==> src/rtl/instruction_fetch.sv <==
// rtl/instruction_fetch.sv - IF stage: PC, one-outstanding imem requests, IF/ID register with skid
//
// Ports:
//   clk, rst_n                  clock (rising edge), synchronous active-low reset
//   fetch_en                    0 stops new requests; outstanding work drains normally
//   redirect_valid, redirect_pc taken branch/jump, highest priority
//   imem_req/imem_addr/imem_gnt request handshake, address = pc
//   imem_rvalid/imem_rdata      in-order response, at least one cycle after grant
//   if_valid/if_instr/if_pc     IF/ID register towards decode
//   id_ready                    decode consumes IF/ID when if_valid && id_ready
//   perf_fetched, perf_stall    only when IF_PERF_CNT_EN is defined
//
// Optional feature macro: IF_PERF_CNT_EN (performance counters).

module instruction_fetch #(
    parameter int                INSTR_W  = 20,
    parameter int                ADDR_W   = 11,
    parameter logic [ADDR_W-1:0] RESET_PC = '0
) (
    input  logic               clk,
    input  logic               rst_n,
    input  logic               fetch_en,
    input  logic               redirect_valid,
    input  logic [ADDR_W-1:0]  redirect_pc,
    output logic               imem_req,
    output logic [ADDR_W-1:0]  imem_addr,
    input  logic               imem_gnt,
    input  logic               imem_rvalid,
    input  logic [INSTR_W-1:0] imem_rdata,
    output logic               if_valid,
    output logic [INSTR_W-1:0] if_instr,
    output logic [ADDR_W-1:0]  if_pc,
    input  logic               id_ready
`ifdef IF_PERF_CNT_EN
    ,
    output logic [31:0]        perf_fetched,
    output logic [31:0]        perf_stall
`endif
);

    typedef enum logic [1:0] {
        S_ISSUE = 2'd0,
        S_WAIT  = 2'd1,
        S_HOLD  = 2'd2
    } state_t;

    state_t             state, state_n;
    logic [ADDR_W-1:0]  pc, pc_n;
    logic [ADDR_W-1:0]  req_pc, req_pc_n;
    logic               drop, drop_n;
    logic [INSTR_W-1:0] skid_instr, skid_instr_n;
    logic [ADDR_W-1:0]  skid_pc, skid_pc_n;
    logic               if_valid_n;
    logic [INSTR_W-1:0] if_instr_n;
    logic [ADDR_W-1:0]  if_pc_n;
    logic               load;
    logic               grant;

    always_comb begin
        // Request is masked during reset and on redirect so a grant can never
        // race with the PC being replaced.
        imem_req     = rst_n && (state == S_ISSUE) && fetch_en && !redirect_valid;
        imem_addr    = pc;
        grant        = imem_req && imem_gnt;

        state_n      = state;
        pc_n         = pc;
        req_pc_n     = req_pc;
        drop_n       = drop;
        skid_instr_n = skid_instr;
        skid_pc_n    = skid_pc;
        if_valid_n   = if_valid && !id_ready;
        if_instr_n   = if_instr;
        if_pc_n      = if_pc;
        load         = 1'b0;

        if (redirect_valid) begin
            pc_n       = redirect_pc;
            if_valid_n = 1'b0;
            // A response still in flight belongs to the old path: wait for it
            // and throw it away. If it lands this very cycle it is simply ignored.
            if (state == S_WAIT && !imem_rvalid) begin
                state_n = S_WAIT;
                drop_n  = 1'b1;
            end else begin
                state_n = S_ISSUE;
                drop_n  = 1'b0;
            end
        end else begin
            case (state)
                S_ISSUE: begin
                    if (grant) begin
                        state_n  = S_WAIT;
                        pc_n     = pc + 1'b1;
                        req_pc_n = pc;
                    end
                end
                S_WAIT: begin
                    if (imem_rvalid) begin
                        state_n = S_ISSUE;
                        if (drop) begin
                            drop_n = 1'b0;
                        end else if (!if_valid || id_ready) begin
                            load       = 1'b1;
                            if_instr_n = imem_rdata;
                            if_pc_n    = req_pc;
                        end else begin
                            skid_instr_n = imem_rdata;
                            skid_pc_n    = req_pc;
                            state_n      = S_HOLD;
                        end
                    end
                end
                S_HOLD: begin
                    // if_valid is always set while the skid is full.
                    if (id_ready) begin
                        load       = 1'b1;
                        if_instr_n = skid_instr;
                        if_pc_n    = skid_pc;
                        state_n    = S_ISSUE;
                    end
                end
                default: state_n = S_ISSUE;
            endcase
            if (load) begin
                if_valid_n = 1'b1;
            end
        end
    end

    always_ff @(posedge clk) begin
        if (!rst_n) begin
            state      <= S_ISSUE;
            pc         <= RESET_PC;
            req_pc     <= '0;
            drop       <= 1'b0;
            skid_instr <= '0;
            skid_pc    <= '0;
            if_valid   <= 1'b0;
            if_instr   <= '0;
            if_pc      <= '0;
        end else begin
            state      <= state_n;
            pc         <= pc_n;
            req_pc     <= req_pc_n;
            drop       <= drop_n;
            skid_instr <= skid_instr_n;
            skid_pc    <= skid_pc_n;
            if_valid   <= if_valid_n;
            if_instr   <= if_instr_n;
            if_pc      <= if_pc_n;
        end
    end

`ifdef IF_PERF_CNT_EN
    always_ff @(posedge clk) begin
        if (!rst_n) begin
            perf_fetched <= '0;
            perf_stall   <= '0;
        end else begin
            if (load) begin
                perf_fetched <= perf_fetched + 32'd1;
            end
            if (if_valid && !id_ready) begin
                perf_stall <= perf_stall + 32'd1;
            end
        end
    end
`endif

endmodule

==> config.mk <==
export PLATFORM = sky130hd
export DESIGN_NAME = instruction_fetch
export DESIGN_NICKNAME = d
export VERILOG_FILES = /design/src/rtl/instruction_fetch.sv
export SDC_FILE = /design/constraint.sdc
export NUM_CORES = 1
export LEC_CHECK = 0
export ABC_AREA = 1
export ABC_CLOCK_PERIOD_IN_PS = 2400
export BUFFER_PORTS_ARGS = -buffer_cell sky130_fd_sc_hd__buf_2
export CAP_MARGIN = 0
export CELL_PAD_IN_SITES_DETAIL_PLACEMENT = 1
export CELL_PAD_IN_SITES_GLOBAL_PLACEMENT = 1
export CORE_ASPECT_RATIO = 0.6
export CORE_MARGIN = 2
export CORE_UTILIZATION = 40
export CTS_CLUSTER_SIZE = 14
export DETAILED_ROUTE_END_ITERATION = 8
export PLACE_DENSITY = 0.83
export SLEW_MARGIN = 20
export SYNTH_ARGS = -nofsm -noshare
export SYNTH_HDL_FRONTEND = slang
export SYNTH_SLANG_ARGS = --single-unit
==> constraint.sdc <==
create_clock -name clk -period 2.4 [get_ports clk]
set_input_delay 0.12 -clock clk [delete_from_list [all_inputs] [get_ports clk]]
set_output_delay 0.12 -clock clk [all_outputs]
set_load 0.02 [all_outputs]
Yosys cells after proc, flatten, opt, wreduce, memory -nomap -nowiden --
Index checks and enable logic that the tools add are counted.
Storage, ports and cells: RAM bits 0, logic and storage cells 79, output and inout port bits 44, bits in read-only memories 0, flip-flop bits (word level) 88, latch bits 0, bits of input ports 38, memories kept 0
Operators by class: shift-type cells 0, multiplexer cells 32, magnitude comparators 0, bitwise gates (word level) 4, reduce and logical (&&, ||, !) cells 24, divide/modulo/power cells 0, add/subtract/negate cells 1, equality and inequality tests 9, $mul 0
Operators with widths (number):
- 2-to-1 mux 20 bit | 4
- 2-to-1 mux 11 bit | 7
- one-hot mux 20 bit (2 select lines) | 1
- one-hot mux 11 bit (2 select lines) | 1
- 2-to-1 mux 2 bit | 6
- adder 11 x 1 -> 11 bit (second input constant) | 1
- 2-to-1 mux 1 bit | 11
- nonzero test 2 bit | 5
- != test 3 bit (second input constant) | 3
- logical AND 1 bit | 6
- != test 2 bit (second input constant) | 3
- one-hot mux 2 bit (3 select lines) | 1
- AND reduction 3 bit | 2
- AND reduction 6 bit | 1
- AND reduction 5 bit | 1
- logical NOT 1 bit | 4
- inverter 1 bit | 4
- AND reduction 2 bit | 2
- == test 2 x 1 -> 1 bit (second input constant) | 1
- == test 2 bit (second input constant) | 1
- logical NOT 2 bit | 1
- != test 2 x 1 -> 1 bit (second input constant) | 1
- one-hot mux 1 bit (2 select lines) | 1
- OR reduction 2 bit | 1
- logical OR 1 bit | 1

Depth between registers and ports, before layout --
Gate-level depths: netlist of run 1.
depth after elaboration 8, gate-level depth with buffers 11

Worst setup path before layout of run 1 --
Ideal clock, no wire load.
path kind reg2reg, from register state[0], to register if_instr[0], clock period less this slack 1.589 ns, setup slack 0.811 ns, required time 2.285 ns, arrival time 1.474 ns, library setup time 0.115 ns, path buffers 2, stages on the path, launching flop included 11, cell sequence dfxtp_1 inv_1 ha_1 buf_4 inv_2 o21ai_1 a21oi_2 buf_2 nand3_1 nand2_1 nor2_1
Between the ends: cells in the longest elaborated chain, start to end 3, elaborated cells between the ends (all ways) 9, classes of those cells eq/ne: 6; mux: 1; reduce/logical: 2
Ends and longest elaborated chain:
- from (decl) | line 47 | state_t state, state_n;
- from (signal assigned) | line 143 | state <= state_n;
- == test 2 x 1 -> 1 bit or == test 2 bit (tied branches) | line 90 | case (state)
- != test 2 x 1 -> 1 bit (no line), or another cell as far along
- AND reduction 6 bit (no line)
- to (signal assigned) | line 150 | if_instr <= if_instr_n;
- to (decl) | line 31 | output logic [INSTR_W-1:0] if_instr,
Several ways; a longest one is shown, not always the timed one. A chain may end at the register's enable or synchronous reset.

Final worst setup path of run 1 --
from register state[1], to register if_pc[1]
Between the ends: cells in the longest elaborated chain, start to end 3, elaborated cells between the ends (all ways) 9, classes of those cells eq/ne: 6; mux: 1; reduce/logical: 2
Ends and longest elaborated chain:
- == test 2 x 1 -> 1 bit or == test 2 bit (tied branches) | line 90
- != test 2 x 1 -> 1 bit (no line), or another cell as far along
- AND reduction 6 bit (no line)
- to (signal assigned) | line 151 | if_pc <= if_pc_n;
- to (decl) | line 32 | output logic [ADDR_W-1:0] if_pc,
Several ways; a longest one is shown, not always the timed one.

==> flow_metrics.py, run 1 <==
metrics = {
    "run_status": {
        "status": "complete, no violations",
    },
    "clock_tree": {
        "clockBufferDepth": 2,
        "cts_buffers": 9,
        "cts_setup_buffers": 0,
        "clock_latency_ns": 0.34,
        "cts_htree_levels": 3,
        "cts.hold.buffers_added": 0,
        "cts_sinks": 88,
        "cts_tree": "yes",
        "cts_resized": 0,
        "cts-root-buf": "clkbuf_16",
        "path_clk_slew_ns": 0.06,
    },
    "synthesis": {
        "synth_area_sq_um": 4090,
        "yosysTopAreaCellShare_pct": 43.0,
        "netlist_instances": 557,
        "post-synth-top-count-cell": "a21oi_1",
        "synth_top_cell_by_area": "dfxtp_1",
        "synth_edf_count": 0,
        "netlist_top_cells_count": "a21oi_1 (94), dfxtp_1 (88), nand2_1 (72)",
        "syn_nets": 600,
        "synth-main-ff-cell": "dfxtp_1",
        "yosysWarnings": 0,
        "ys_ff_latch": 88,
        "ys_seq_area_share_pct": 43.0,
        "async_flop_share_pct": 0,
        "synth_area_per_cell_sq_um": 7.35,
        "ys_types": 30,
        "synth_area_leaders": "dfxtp_1 (43%), a21oi_1 (11%), nand2_1 (6.6%)",
    },
    "timing": {
        "tns_ns": 0,
        "finalHoldViolCount": 0,
        "setup_viol": 0,
        "tightest_slew_ns": 0.694,
        "rsz0062_at_grt": "false",
        "fin_crit_ns": 1.97,
        "relSlewSlack_pct": 53.7,
        "max_freq_ghz": 0.508,
        "period_share_pct": 82.0,
        "fin_worst_skew_ns": 0.00513,
        "slew_viol_final": 0,
    },
    "critical_path": {
        "crit_chain": "inv_1, ha_1, buf_4, nand2_1, o21ai_1, a21oi_4, buf_12, nand3_1, nand2_1, nor2_1",
        "crit_buf_inv": 3,
        "critPathArrivalTime_ns": 2.20,
        "cp_max_fo": 62,
        "crit_type": "flip-flop to flip-flop",
        "startpoint_type": "flip-flop",
        "r2r_cells": 10,
        "worst_path_largest_cell_delay_ns": 0.36,
        "critPathCaptureType": "flip-flop",
        "crit_required_ns": 2.63,
        "critPathSlowestCell": "dfxtp_1",
        "crit_family": "buffers and inverters",
        "cp.depth": 10,
        "path_common_cell": "nand2_1",
    },
    "global_route": {
        "grt_pass1_wl_microns": 19200,
        "overflow": 0,
        "grt_max_degree": 76,
        "first_global_vias": 3868,
        "antenna_found_initial": 1,
        "grtUsageTotal_pct": 21.8,
    },
    "routing": {
        "met2_length_microns": 5110,
        "dr.pass1.iters": 4,
        "wirelength_microns": 11600,
        "wl_met3_microns": 546,
        "via_per_inst": 5.14,
        "num_vias": 3898,
        "final_antenna_net_count": 0,
        "drt_iter0_markers": 261,
        "remaining_drc_errors": 0,
        "m1WireLength_microns": 5860,
        "wl_per_cell_microns": 15.3,
        "dr.max_layer_used": "met5",
    },
    "power_and_ir_drop": {
        "leakagePower_nw": 2.04,
        "power.density_nw_per_um2": 674,
        "ir_drop_mv": 0.331,
    },
    "floorplanning": {
        "die-area_sq_um": 11100,
        "design.core.area_sq_um": 9910,
        "pin_count": 82,
        "fp.dieW_microns": 135,
        "initial_utilization_pct": 41.3,
        "num_rows": 28,
        "die_y_microns": 82.4,
    },
    "layout": {
        "areaGrowthSynthToFinish_pct": 18.4,
        "final_util_pct": 48.9,
        "antenna_cells": 0,
        "drive_gt1_share_pct": 17.8,
        "layout.nets": 663,
    },
    "placed_design": {
        "io_buffer_count": 81,
        "place_hpwl_microns": 7940,
        "gp_congestion": 0.851,
    },
    "run": {
        "cap_violations": 0,
    },
    "min_path": {
        "min_path_type": "primary input to flip-flop",
        "hold_path_depth": 3,
    },
}
==> state kept, by name, summed over array words and instances (netlist names) <==
register,cells
state,2
if_pc,11
if_valid,1
req_pc,11
if_instr,20
skid_instr,20
imem_addr,11
skid_pc,11
drop,1
==> path summary, 6_finish.rpt <==
path,start,endpoint,slack (ns)
hold reg to reg,skid_instr[17]$_SDFFE_PN0P_,skid_instr[17]$_SDFFE_PN0P_,0.45
hold / removal,imem_rdata[17],skid_instr[17]$_SDFFE_PN0P_,0.09
setup / recovery,state[1]$_SDFFE_PN0P_,if_pc[1]$_SDFFE_PN0P_,0.43
setup reg to reg,state[1]$_SDFFE_PN0P_,if_pc[1]$_SDFFE_PN0P_,0.43
==> worst reg2reg max path: stages, from the launching register on <==
cell and delay, ns:
dfxtp_1 0.36, inv_1 0.09, ha_1 0.23, buf_4 0.17, nand2_1 0.09, o21ai_1 0.14, a21oi_4 0.17, buf_12 0.26
nand3_1 0.17, nand2_1 0.12, nor2_1 0.05
==> report_power, final <==
group	leakage (nW)	switching (mW)	internal [mW]	total (mW)
sequential	0.715	0.0425	1.51	1.55
combinational	1.19	0.258	0.138	0.396
clock	0.135	0.544	0.776	1.32
total	2.04	0.845	2.42	3.27
==> cell type report <==
type,count,area (sq um)
tap,135,169
inverter,66,248
fill,1292,5070
sequential,88,1760
clock buffer,14,274
timing repair buffer,89,507
multi-input combinational,366,1890
==> metal layers <==
metal,vias up,GRT usage (%)
met1,1849,30.2
met2,82,34.9
met4,2,4.53
li1,1954,-
met3,11,5.13
met5,-,0
==> kinds of logic (layout without fill, tap and decap cells) <==
| kind of cell | after synthesis | count (layout) | synth area share [%] |
|---|---|---|---|
| and+or+nand+nor | 187 | 187 | 19.5 |
| DFF | 88 | 88 | 43.0 |
| buffers and inverters | 103 | 169 | 11.1 |
| muxes | 20 | 20 | 4.89 |
| AOI/OAI and AO/OA | 153 | 153 | 19.7 |
| xor gates and xnor gates | 1 | 1 | 0.214 |
| adders and majority gates | 5 | 5 | 1.53 |
==> through the flow <==
| stage | cells | area, sq um | worst slack (ns) | power, mW | hold WS [ns] |
|---|---|---|---|---|---|
| 6_report | 758 | 4850 | 0.432 | 3.27 | 0.0862 |
| 5_1_grt | 758 | 4850 | 0.295 | 3.40 | 0.103 |
| 4_1_cts | 757 | 4840 | 0.151 | 3.29 | 0.0790 |
| 3_5_place_dp | 743 | 4560 | 0.169 | 1.98 | 0.430 |
| 3_3_place_gp | 743 | 4560 | 0.303 | 1.96 | 0.396 |
| 2_1_floorplan | 557 | 4090 | 0.811 | 1.83 | 0.270 |
==> placed cells by master, fill, tap and decap left out, types with 9 or more instances in the layout <==
master     count
a21oi_1       94
dfxtp_1       88
buf_2         81
nand2_1       72
inv_1         63
nor2_1        62
o21ai_0       46
nand3_1       45
mux2i_1       20
clkbuf_16      9
(Power assumes the default switching activity.)
==> run 2, diff against run 1 <==
ABC_CLOCK_PERIOD_IN_PS = 2000   (was 2400)
CORE_UTILIZATION = 39   (was 40)
PLACE_DENSITY = 0.81   (was 0.83)
clock period = 2 ns   (was 2.4 ns; I/O delays follow)
==> flow_metrics.py, run 2 (same netlist as run 1, synthesis figures left out) <==
metrics = {
    "run_status": {
        "status": "complete, no violations",
    },
    "placed_design": {
        "place_worst_setup_slack_ns": 0.109,
        "io_buffer_count": 81,
        "gp_congestion": 0.845,
        "place_inst": 743,
        "placed_area_sq_um": 4570,
        "place_hpwl_microns": 8230,
    },
    "run": {
        "cap_violations": 0,
    },
    "global_route": {
        "top_usage_layer": "met2",
        "first_global_vias": 4050,
        "grt_max_degree": 76,
        "met3_usage_pct": 6.17,
        "grt_use_met1_pct": 28.9,
        "antenna_found_initial": 2,
        "grt_pass1_wl_microns": 19800,
        "globalRouteMet2Util_pct": 35.0,
        "overflow": 0,
        "grtUsageTotal_pct": 22.0,
    },
    "timing": {
        "max_freq_ghz": 0.541,
        "worst_slack_ns": 0.153,
        "tns_ns": 0,
        "finalHoldViolCount": 0,
        "fin_crit_ns": 1.85,
        "fin_worst_skew_ns": 0.00424,
        "relSlewSlack_pct": 53.3,
        "rsz0062_at_grt": "false",
        "period_share_pct": 92.3,
        "tightest_slew_ns": 0.700,
        "setup_viol": 0,
        "slew_viol_final": 0,
    },
    "critical_path": {
        "critPathArrivalTime_ns": 2.08,
        "critPathSlowestCell": "dfxtp_1",
        "crit_family": "buffers and inverters",
        "crit_required_ns": 2.24,
        "worst_path_largest_cell_delay_ns": 0.36,
        "crit_type": "flip-flop to flip-flop",
        "r2r_cells": 10,
        "r2r-end": "if_pc[10]$_SDFFE_PN0P_",
        "critPathCaptureType": "flip-flop",
        "crit_buf_inv": 3,
        "startpoint_type": "flip-flop",
        "crit_chain": "inv_1, ha_2, nand2_1, o21ai_1, a21oi_4, buf_12, buf_12, nand3_1, nand2_1, nor2_1",
        "r2r_start": "state[1]$_SDFFE_PN0P_",
        "cp_max_fo": 22,
        "reg2reg_setup_slack_ns": 0.15,
    },
    "layout": {
        "largest_registers": "if_instr (20), skid_instr (20)",
        "areaGrowthSynthToFinish_pct": 21.4,
        "num-fill-cells": 1301,
        "fin_cells": 761,
        "antenna_cells": 0,
        "final_util_pct": 49.6,
        "final_cell_mix": "a21oi_1 (94), dfxtp_1 (88), buf_2 (81)",
        "drive_gt1_share_pct": 18.7,
        "final_common_cell": "a21oi_1",
        "layout.nets": 664,
        "finalInstanceArea_sq_um": 4970,
    },
    "clock_tree": {
        "cts-root-buf": "clkbuf_16",
        "clock_latency_ns": 0.34,
        "cts_buffers": 9,
        "cts_sinks": 88,
        "cts_tree": "yes",
        "path_clk_slew_ns": 0.06,
        "cts_htree_levels": 3,
        "cts.hold.buffers_added": 0,
        "clockBufferDepth": 2,
    },
    "floorplanning": {
        "pin_count": 82,
        "die_y_microns": 83.4,
        "design.core.area_sq_um": 10000,
        "fp.dieW_microns": 136,
        "num_rows": 28,
        "die-area_sq_um": 11400,
        "initial_utilization_pct": 40.9,
    },
    "routing": {
        "wirelength_microns": 12300,
        "dr.pass1.iters": 4,
        "final_antenna_net_count": 0,
        "drt_iter0_markers": 178,
        "num_vias": 3980,
        "wl_per_cell_microns": 16.2,
        "remaining_drc_errors": 0,
        "via_per_inst": 5.23,
    },
    "power_and_ir_drop": {
        "ir_drop_mv": 0.438,
        "leakagePower_nw": 2.09,
        "seq_power_share_pct": 43.8,
        "power.internal_mw": 3.19,
        "swShare_pct": 25.2,
        "clkPwrFrac_pct": 44.6,
        "power.switching_mw": 1.07,
        "power.density_nw_per_um2": 857,
        "power_frac_comb_pct": 11.6,
    },
    "min_path": {
        "hold_path_depth": 3,
        "worstHoldStart": "redirect_pc[0]",
        "min_path_type": "primary input to flip-flop",
        "min_to": "imem_addr[0]$_SDFFE_PN0P_",
    },
}
==> run 2: cell count changes in the layout (fill, tap and decap cells not counted), sizes merged <==
cell and delta:
bufinv +2, inv +1, clkinv +1, clkbuf -1
==> run 2: area by class of cell <==
cell class / instances / area [sq um] / area share [%]
timing repair buffer: 90 / 553 / 11.1
multi-input combinational: 366 / 1900 / 38.2
inverter: 66 / 248 / 4.98
clock buffer: 12 / 267 / 5.36
tap: 135 / 169 / 3.40
sequential: 88 / 1760 / 35.4
clock inverter: 4 / 73.8 / 1.49
==> run 2: tightest hold or removal path, delay by kind of cell <==
family	cells	cell delay (ns)
AOI/OAI and AO/OA	2	0.17
buffers and inverters	1	0.08
==> run 2: repair_timing <==
item	CTS	global route
buffers inserted	0	1
resized for setup	0	2
setup endpoints to repair	0	30
==> run 2: stage by stage <==
| step | hold WS [ns] | total power, mW |
|---|---|---|
| 4_1_cts | 0.0341 | 4.28 |
| 5_1_grt | 0.0503 | 4.44 |
| 3_5_place_dp | 0.402 | 2.38 |
| 3_3_place_gp | 0.380 | 2.35 |
| 2_1_floorplan | 0.250 | 2.20 |
| 6_report | 0.0468 | 4.26 |
==> run 2: power by group through the flow <==
stage | registers, mW | logic [mW] | clock network, mW
6_report | 1.87 | 0.494 | 1.90
3_5_place_dp | 1.90 | 0.474 | 0
5_1_grt | 1.87 | 0.548 | 2.02
3_3_place_gp | 1.90 | 0.451 | 0
2_1_floorplan | 1.95 | 0.255 | 0
4_1_cts | 1.87 | 0.478 | 1.94
==> run 2: how the worst max path moves through the flow <==
stage | start | to | slack, ns | depth (start not counted)
final | state[1]$_SDFFE_PN0P_ | if_pc[10]$_SDFFE_PN0P_ | 0.15 | 10
after global routing | state[1]$_SDFFE_PN0P_ | if_instr[16]$_SDFFE_PN0P_ | 0.04 | 9
after CTS | state[1]$_SDFFE_PN0P_ | if_pc[10]$_SDFFE_PN0P_ | 0.07 | 9
after detailed placement | state[1]$_SDFFE_PN0P_ | if_instr[7]$_SDFFE_PN0P_ | 0.11 | 9
after global placement | state[0]$_SDFFE_PN0P_ | imem_addr[3]$_SDFFE_PN0P_ | 0.26 | 11
after floorplan | state[0]$_SDFFE_PN0P_ | if_instr[0]$_SDFFE_PN0P_ | 0.41 | 10
==> run 2: layer usage <==
layer | wire, microns | vias to the layer above
li1 | - | 1948
met1 | 5770 | 1935
met2 | 5800 | 77
met3 | 556 | 18
met4 | 149 | 2
met5 | 13 | -
==> run 3, diff against run 2 <==
RECOVER_POWER = 25   (was default)
==> flow_metrics.py, run 3 (same netlist as run 1, synthesis figures left out) <==
metrics = {
    "timing": {
        "period_share_pct": 92.2,
        "finalHoldViolCount": 0,
        "rsz0062_at_grt": "false",
        "hold_ws_ns": 0.0455,
        "relSlewSlack_pct": 53.0,
        "max_freq_ghz": 0.542,
        "tns_ns": 0,
        "tightest_slew_ns": 0.706,
        "worst_slack_ns": 0.155,
        "fin_crit_ns": 1.84,
        "setup_viol": 0,
        "fin_worst_skew_ns": 0.00537,
        "slew_viol_final": 0,
    },
    "clock_tree": {
        "cts_htree_levels": 3,
        "cts_sinks": 88,
        "cts_buffers": 9,
        "clockBufferDepth": 2,
        "path_clk_slew_ns": 0.06,
        "cts-root-buf": "clkbuf_16",
        "cts_tree": "yes",
        "cts.hold.buffers_added": 0,
        "clock_latency_ns": 0.35,
    },
    "power_and_ir_drop": {
        "power.density_nw_per_um2": 864,
        "ir_drop_mv": 0.441,
        "p_total_mw": 4.26,
        "leakagePower_nw": 1.95,
    },
    "placed_design": {
        "gp_congestion": 0.845,
        "placed_area_sq_um": 4570,
        "place_hpwl_microns": 8230,
        "io_buffer_count": 81,
        "place_worst_setup_slack_ns": 0.109,
    },
    "routing": {
        "dr.pass1.iters": 4,
        "wirelength_microns": 12400,
        "remaining_drc_errors": 0,
        "via_per_inst": 5.22,
        "num_vias": 3974,
        "wl_per_cell_microns": 16.3,
        "final_antenna_net_count": 0,
        "drt_iter0_markers": 163,
    },
    "layout": {
        "layout.nets": 664,
        "areaGrowthSynthToFinish_pct": 20.4,
        "final_common_cell": "a21oi_1",
        "seq_area_sq_um": 1760,
        "largest_registers": "if_instr (20), skid_instr (20)",
        "drive_gt1_share_pct": 13.4,
        "multiInputGateArea_sq_um": 1900,
        "final_cell_mix": "a21oi_1 (94), dfxtp_1 (88), nand2_1 (72)",
        "finalInstanceArea_sq_um": 4930,
        "num-fill-cells": 1307,
        "antenna_cells": 0,
    },
    "global_route": {
        "grt_pass1_wl_microns": 19800,
        "first_global_vias": 4050,
        "antenna_found_initial": 2,
        "grt_max_degree": 76,
        "grtUsageTotal_pct": 22.0,
        "overflow": 0,
    },
    "critical_path": {
        "critPathArrivalTime_ns": 2.08,
        "crit_type": "flip-flop to flip-flop",
        "cp_max_fo": 22,
        "critPathCaptureType": "flip-flop",
        "startpoint_type": "flip-flop",
        "crit_required_ns": 2.24,
    },
    "floorplanning": {
        "fp.dieW_microns": 136,
        "num_rows": 28,
        "initial_utilization_pct": 40.9,
        "pin_count": 82,
        "die-area_sq_um": 11400,
        "design.core.area_sq_um": 10000,
        "die_y_microns": 83.4,
    },
    "run_status": {
        "status": "complete, no violations",
    },
    "min_path": {
        "min_path_type": "primary input to flip-flop",
    },
    "run": {
        "cap_violations": 0,
    },
}
run 3: cell count changes in the layout (fill, tap and decap cells not counted):
cell,before,now
buf_2,81,48
clkbuf_1,0,33
run 3: final cells by class:
cell class              count  area share, %
repair buffers             90           10.4
inverters                  66           5.03
well taps                 135           3.43
clock buffers              12           5.41
multi-input cells         366           38.5
flip-flops and latches     88           35.7
clock inverters             4           1.50
run 3: routing by layer:
layer  vias up  routed length, microns  track usage, %
met5         -                      13               0
met4         2                     176            6.91
met3        20                     602            6.17
met2        87                    5800            35.0
met1      1920                    5780            28.9
li1       1945                       -               -
run 3: final timing paths:
path                         startpoint                         end  slack [ns]  depth (start not counted)
max               state[1]$_SDFFE_PN0P_      if_pc[10]$_SDFFE_PN0P_        0.16                         10
min                      redirect_pc[0]   imem_addr[0]$_SDFFE_PN0P_        0.05                          3
max reg2reg       state[1]$_SDFFE_PN0P_      if_pc[10]$_SDFFE_PN0P_        0.16                         10
min reg2reg  skid_instr[5]$_SDFFE_PN0P_  skid_instr[5]$_SDFFE_PN0P_        0.45                          2
run 3: stage by stage:
step                      instances  utilization, %
after detailed placement        743            45.7
after global placement          743            45.7
final                           761            49.2
after global routing            761            49.2
after CTS                       759            49.1
after floorplan                 557               -
run 3: where the power goes:
group	internal [mW]	switching [mW]	total, mW
sequential	1.81	0.0567	1.87
clock	1.20	0.707	1.91
combinational	0.166	0.319	0.485
run 3: worst max-delay path: stages, from the launching register on:
cell     delay (ns)
dfxtp_1        0.36
inv_1          0.10
ha_2           0.24
nand2_1        0.12
o21ai_1        0.14
a21oi_4        0.20
buf_12         0.15
buf_12         0.16
nand3_1        0.12
nand2_1        0.09
nor2_1         0.05
run 3: what timing repair did:
| action | in CTS | in global routing |
|---|---|---|
| setup endpoints to repair | 0 | 30 |
| setup buffers | 0 | 1 |
| resized for setup | 0 | 2 |
